### src/rtl/acc_seq_8bit.sv
// -----------------------------------------------------------------------------
// acc_seq_8bit
//
// Sequencer and accumulator stage wrapped around an external 8-bit
// add/subtract datapath. It takes commands (LOAD, ADD, SUB, MUL), drives the
// adder operands and registers the adder result into an 8-bit accumulator.
// It also maintains C/V/Z/N flags. MUL is built from repeated additions
// through the same adder.
//
// Handshake: a command transfers on the rising edge where
// cmd_valid && cmd_ready. cmd_ready depends only on the FSM state (high only
// in IDLE), so it never depends on cmd_valid. A source that sees
// cmd_ready=0 must keep cmd_valid, cmd_op and cmd_data stable until the
// transfer edge.
//
// Ports
//   clk        in   1  clock, all state updates on the rising edge
//   rst        in   1  synchronous, active-high reset
//   cmd_valid  in   1  command present
//   cmd_ready  out  1  command can be accepted (IDLE only)
//   cmd_op     in   2  00 LOAD, 01 ADD, 10 SUB, 11 MUL
//   cmd_data   in   8  operand
//   add_a      out  8  adder operand A
//   add_b      out  8  adder operand B (the adder inverts it when add_ci=1)
//   add_ci     out  1  adder carry-in / subtract select
//   add_s      in   8  adder sum
//   add_c6     in   1  adder carry into bit 7
//   add_c7     in   1  adder carry out of bit 7
//   acc        out  8  accumulator
//   flag_c     out  1  carry (for SUB, 1 = no borrow)
//   flag_v     out  1  signed overflow
//   flag_z     out  1  accumulator is zero
//   flag_n     out  1  accumulator bit 7
//   done       out  1  one-cycle pulse after acc/flags are written
//   dbg_state  out  2  current FSM state (0 IDLE, 1 EXEC, 2 MUL)
// -----------------------------------------------------------------------------
module acc_seq_8bit (
    input  logic       clk,
    input  logic       rst,
    input  logic       cmd_valid,
    output logic       cmd_ready,
    input  logic [1:0] cmd_op,
    input  logic [7:0] cmd_data,
    output logic [7:0] add_a,
    output logic [7:0] add_b,
    output logic       add_ci,
    input  logic [7:0] add_s,
    input  logic       add_c6,
    input  logic       add_c7,
    output logic [7:0] acc,
    output logic       flag_c,
    output logic       flag_v,
    output logic       flag_z,
    output logic       flag_n,
    output logic       done,
    output logic [1:0] dbg_state
);

    localparam logic [1:0] OP_LOAD = 2'b00;
    localparam logic [1:0] OP_ADD  = 2'b01;
    localparam logic [1:0] OP_SUB  = 2'b10;
    localparam logic [1:0] OP_MUL  = 2'b11;

    typedef enum logic [1:0] {
        S_IDLE = 2'd0,
        S_EXEC = 2'd1,
        S_MUL  = 2'd2
    } state_t;

    state_t     state;
    state_t     state_next;

    logic [1:0] op_r;
    logic [7:0] data_r;
    logic [7:0] mcand;
    logic [7:0] count;
    logic       sticky_c;

    logic       accept;
    logic [7:0] exec_val;
    logic       exec_c;
    logic       exec_v;
    logic       mul_c;

    assign dbg_state = state;
    assign accept    = cmd_valid && cmd_ready;
    // Carry seen on any partial add, including the one happening right now.
    // On the final add this becomes both C and V.
    assign mul_c     = sticky_c | add_c7;

    // State register
    always_ff @(posedge clk) begin
        if (rst) begin
            state <= S_IDLE;
        end else begin
            state <= state_next;
        end
    end

    // Next state and the outputs that depend only on the state
    always_comb begin
        state_next = state;
        cmd_ready  = 1'b0;
        add_a      = acc;
        add_b      = 8'h00;
        add_ci     = 1'b0;
        case (state)
            S_IDLE: begin
                cmd_ready = 1'b1;
                if (cmd_valid) begin
                    // A MUL by zero has no adds to do. It goes through EXEC
                    // so that its latency matches the single-cycle ops.
                    if (cmd_op == OP_MUL && cmd_data != 8'h00) begin
                        state_next = S_MUL;
                    end else begin
                        state_next = S_EXEC;
                    end
                end
            end
            S_EXEC: begin
                add_b      = data_r;
                add_ci     = (op_r == OP_SUB);
                state_next = S_IDLE;
            end
            S_MUL: begin
                add_b = mcand;
                if (count == 8'd1) begin
                    state_next = S_IDLE;
                end
            end
            default: begin
                state_next = S_IDLE;
            end
        endcase
    end

    // Result of the single EXEC cycle, chosen by the latched opcode
    always_comb begin
        exec_val = 8'h00;
        exec_c   = 1'b0;
        exec_v   = 1'b0;
        case (op_r)
            OP_LOAD: exec_val = data_r;
            OP_ADD, OP_SUB: begin
                exec_val = add_s;
                exec_c   = add_c7;
                exec_v   = add_c6 ^ add_c7;
            end
            default: exec_val = 8'h00;  // MUL by zero
        endcase
    end

    // Datapath: latched command, accumulator, flags, MUL bookkeeping, done
    always_ff @(posedge clk) begin
        if (rst) begin
            op_r     <= OP_LOAD;
            data_r   <= 8'h00;
            mcand    <= 8'h00;
            count    <= 8'h00;
            sticky_c <= 1'b0;
            acc      <= 8'h00;
            flag_c   <= 1'b0;
            flag_v   <= 1'b0;
            flag_z   <= 1'b0;
            flag_n   <= 1'b0;
            done     <= 1'b0;
        end else begin
            done <= 1'b0;
            case (state)
                S_IDLE: begin
                    if (accept) begin
                        op_r   <= cmd_op;
                        data_r <= cmd_data;
                        if (cmd_op == OP_MUL && cmd_data != 8'h00) begin
                            // The current acc becomes the multiplicand. The
                            // product is built up from zero.
                            mcand    <= acc;
                            acc      <= 8'h00;
                            count    <= cmd_data;
                            sticky_c <= 1'b0;
                        end
                    end
                end
                S_EXEC: begin
                    acc    <= exec_val;
                    flag_c <= exec_c;
                    flag_v <= exec_v;
                    flag_z <= (exec_val == 8'h00);
                    flag_n <= exec_val[7];
                    done   <= 1'b1;
                end
                S_MUL: begin
                    acc      <= add_s;
                    count    <= count - 8'd1;
                    sticky_c <= mul_c;
                    if (count == 8'd1) begin
                        flag_c <= mul_c;
                        flag_v <= mul_c;
                        flag_z <= (add_s == 8'h00);
                        flag_n <= add_s[7];
                        done   <= 1'b1;
                    end
                end
                default: ;
            endcase
        end
    end

endmodule

### config.mk
export PLATFORM = sky130hd
export DESIGN_NAME = acc_seq_8bit
export DESIGN_NICKNAME = d
export VERILOG_FILES = /design/src/rtl/acc_seq_8bit.sv
export SDC_FILE = /design/constraint.sdc
export NUM_CORES = 1
export LEC_CHECK = 0
export BUFFER_PORTS_ARGS = -buffer_cell sky130_fd_sc_hd__buf_4
export CORE_AREA = 5 5 81 83
export CTS_CLUSTER_SIZE = 40
export DETAILED_ROUTE_END_ITERATION = 16
export DIE_AREA = 0 0 86 88
export PLACE_DENSITY = 0.64
export SLEW_MARGIN = 20
export SYNTH_ARGS = -nofsm -noshare
export SYNTH_HDL_FRONTEND = slang
export SYNTH_SLANG_ARGS = --single-unit
### constraint.sdc
create_clock -name clk -period 2.6 [get_ports clk]
set_input_delay 0.52 -clock clk [delete_from_list [all_inputs] [get_ports clk]]
set_output_delay 0.52 -clock clk [all_outputs]
set_load 0.01 [all_outputs]
Word-level counts from Yosys, hierarchy flattened
Index checks and enable logic that the tools add are counted.
- $add $sub $neg: 1
- equality and inequality tests: 10
- multiplexer cells: 28
- bitwise operators: 2
- reductions and logical operators: 17
- operator list (kind ; count):
    $pmux W8 S2 ; 3
    $mux W8 ; 4
    $pmux W8 S3 ; 1
    $logic_not A8 Y1 ; 2
    $pmux W1 S2 ; 6
    $mux W1 ; 10
    $reduce_and A3 Y1 ; 3
    $eq A8 B1 Y1 const B ; 1
    $ne A2 B2 Y1 const B ; 4
    $reduce_bool A8 Y1 ; 1
    $sub A8 B1 Y8 const B ; 1
    $eq A2 B2 Y1 const B ; 3
    $mux W2 ; 3
    $reduce_and A2 Y1 ; 3
    $eq A2 B1 Y1 const B ; 2
    $logic_not A2 Y1 ; 2
    $pmux W2 S2 ; 1
    $reduce_bool A2 Y1 ; 2
    $reduce_bool A3 Y1 ; 1
    $logic_and A1 B1 Y1 ; 2
    $reduce_or A2 Y1 ; 1
    $or A1 B1 Y1 ; 1
    $xor A1 B1 Y1 ; 1
- register bits after elaboration: 42
- input bits: 23
- output and inout port bits: 33

Logic depth before layout (Yosys ltp)
- depth after elaboration: 5
- gate-level depth with buffers: 8
- depth with buffers taken out: 6

Least setup slack after synthesis
Ideal clock, no wire load.
- path kind: register to output
- start point: reg state[1], in the netlist dbg_state[1]
- end point: out add_b[0]
- arrival: 1.731 ns
- slack: 0.349 ns
- cell stages (with the launch flop): 7
- path buffers: 3
- cells stage by stage: dfxtp_1 -> ha_1 -> clkbuf_1 -> clkbuf_1 -> clkbuf_1 -> a22oi_1 -> nor2_1
- longest elaborated chain between the ends: 2
- elaborated cells between the ends (all ways): 3
- classes of those cells: eq/ne: 2; mux: 1
- RTL lines (what ; RTL line ; RTL):
    start, declared ; 70 ; state_t state;
    start signal, assigned ; 96 ; state <= state_next;
    $eq A2 B2 Y1 or $eq A2 B1 Y1 (tied branches) ; 107 ; case (state)
    $pmux W8 S2 * ; 107 ;
    end, declared ; 45 ; output logic [7:0] add_b,
Every way passes the cells marked *; elsewhere a longest branch is shown, timed or not.

Worst setup path in the final report
- start point: reg state[0], in the netlist dbg_state[0]
- end point: out add_b[0]
The elaborated chain is that of the path after synthesis.

==> flow_summary.json <==
{
  "status": "finished, final reports clean",
  "required_ns": 2.08,
  "viasPerCell": 5.71,
  "dieArea_sq_mm": 0.00757,
  "place_congestion": 0.875,
  "setup_ws_ns": 0.167,
  "total_power_mw": 1.66,
  "area_delta_synth_final_pct": 22.0,
  "pin_count": 56,
  "grt_pass1_vias": 2355,
  "worstPathArrival_ns": 1.91,
  "cts_resized": 0,
  "cts_sinks": 42,
  "syn_avg_cell_area_sq_um": 7.82,
  "grt_max_degree": 49,
  "wl_per_cell_um": 16.1,
  "final_hold_viol_count": 0,
  "yosysMostFrequentCell": "nand2_1",
  "final.setup.tns_ns": 0,
  "drtIter0Drc": 148,
  "hp-class": "reg2reg",
  "post-cts-setup-buffer-count": 0,
  "seq_power_share": 0.417,
  "cts_hold_buffers": 0,
  "die_h_um": 88,
  "start_util": 0.430,
  "synth_ff_type": "dfxtp_1",
  "power.density_mw_per_mm2": 549,
  "p_sw_frac": 0.271,
  "seq_area_frac_synth": 0.338,
  "antenna_found_initial": 0,
  "via_count": 2479,
  "place_ws_ns": 0.399,
  "fillers": 573,
  "timing.fmax_ghz": 0.411,
  "leakage_nw": 1.15,
  "power_switching_mw": 0.451,
  "num_rows": 28,
  "synth_edf_count": 0,
  "path_cells": "inv_1 > ha_1 > a22oi_1 > nor2_1 > buf_4",
  "synthTopCellsByCount": "53 x nand2_1, 42 x dfxtp_1, 35 x a21oi_1, 22 x nor2_1, 17 x a22oi_1",
  "grt_pass1_wl_um": 11500,
  "port_buffers": 55,
  "numCtsBuffers": 5,
  "yosysTopAreaCellShare": 0.338,
  "synth.area.top_cells": "dfxtp_1 34%, nand2_1 8.0%, a21oi_1 7.0%, a22oi_1 5.1%, ha_1 4.5%",
  "overflow": 0,
  "ir_worst_vdd_mv": 0.421,
  "route.detailed.drc": 0,
  "core_area_sq_mm": 0.00578,
  "slew_violations": 0,
  "dp_hpwl_um": 5060,
  "syn_inst": 318,
  "ant_nets": 0,
  "drtPass1Iterations": 5,
  "nNetsFinal": 390,
  "root_buffer": "clkbuf_8",
  "clkPwrFrac": 0.389,
  "max_stage_delay_ns": 0.65,
  "synth_simple_gate_area_frac": 0.224,
  "synth_top_family_by_area": "compound AO/OA/AOI/OAI gates",
  "clock_path_buffers": 2,
  "fin_crit_sh": 0.936,
  "async_flop_share": 0,
  "tritoncts": "done",
  "h-tree-depth": 2,
  "diodes": 0,
  "synth_area_sq_mm": 0.00249,
  "synth_nets": 350,
  "yosysUniqueCellTypes": 53,
  "p_int_mw": 1.21,
  "min_period_ns": 2.43,
  "combinationalPowerShare": 0.194,
  "die_w_um": 86,
  "critPathLaunchType": "register",
  "yosys.area.top_type": "dfxtp_1",
  "yosys.area_share.adder": 0.0453,
  "tightest_slew_ns": 0.756,
  "layout-drive-gt1-share": 0.234,
  "max_slew_margin": 0.496,
  "regArea_sq_um": 841,
  "synthMuxAreaShare": 0.00906,
  "synth.ff_latch_count": 42,
  "synth.yosys.warnings": 0,
  "synth-xor-area-share": 0,
  "max_cap_viol_count": 0,
  "critPathKind": "reg2out",
  "clock_latency_ns": 0.29,
  "clkTransAtPathRegs_ns": 0.08,
  "synth_compound_area_frac": 0.300,
  "cp_slowest_cell": "ha_1",
  "setup_violations": 0,
  "track_usage": 0.189,
  "skew_ns": 0.00460,
  "critPathCaptureType": "output pin",
  "path_max_fanout": 20,
  "rsz0062_at_grt": "no",
  "wl_um": 6980,
  "multi_input_area_sq_mm": 0.00144
}
-- stage by stage --
stage               instances  utilization  area [sq um]  hold WS (ns)
floorplan                 318            -          2490         0.437
global placement          426        0.500          2890         0.442
detailed placement        426        0.500          2890         0.448
CTS                       434        0.525          3030         0.459
global route              434        0.525          3030         0.475
finish                    434        0.525          3030         0.460
-- layout make-up --
class	instances	share of cell area
multi-input combinational	234	0.474
timing repair buffer	63	0.156
tap	75	0.0309
inverter	12	0.0149
clock buffer	6	0.0272
clock inverter	2	0.0198
sequential	42	0.277
-- sequential cells by signal (all words and copies together) (netlist names) --
signal	cells
flag_z	1
mcand	8
dbg_state	2
flag_n	1
sticky_c	1
flag_v	1
op_r	2
count	8
data_r	8
flag_c	1
acc	8
done	1
-- critical path: cells and delay by family (launching register included) --
family / cells / cell delay [ns]
and+or+nand+nor: 1 / 0.16
buffers and inverters: 2 / 0.25
adders and majority gates: 1 / 0.65
AOI/OAI and AO/OA: 1 / 0.19
DFF: 1 / 0.36
-- per-layer routing --
layer,track usage,routed length (um),vias up,share of wire
met2,0.302,3330,80,0.48
li1,-,-,1229,-
met3,0.0310,379,12,0.054
met1,0.261,3160,1158,0.45
met4,0.0619,110,0,0.016
met5,0,0,-,0
-- power by group through the flow --
stage               Sequential (mW)  Combinational [mW]  Clock (mW)
floorplan                     0.706               0.207           0
global placement              0.708               0.319           0
global route                  0.699               0.358       0.687
CTS                           0.694               0.323       0.655
detailed placement            0.710               0.322           0
finish                        0.694               0.323       0.647
-- kinds of logic (layout without fill, tap and decap cells) --
family / count (synthesis) / in the layout
AO/OA/AOI/OAI: 105 / 105
adder cells (fa/ha/maj): 9 / 9
buffers and inverters: 42 / 83
flip-flops: 42 / 42
multiplexers: 2 / 2
AND/OR/NAND/NOR: 118 / 118
-- path summary, 6_finish.rpt --
path | from | end | slack, ns | cells after the start
worst min-delay path | mcand[6] | mcand[6] | 0.46 | 2
worst max-delay path | dbg_state[0] | add_b[0] | 0.17 | 5
worst max register to register | dbg_state[0] | count[6] | 0.42 | 6
worst min register to register | mcand[6] | mcand[6] | 0.46 | 2
-- cells in the final DEF (no fill, tap or decap), drive strengths merged, types with 9 or more instances in the layout --
master	n
dfxtp	42
a21oi	35
inv	12
nand2b	9
nand2	53
a22oi	18
nand3	11
nor2	22
ha	9
buf	63
Power figures use the tool's default switching activity.
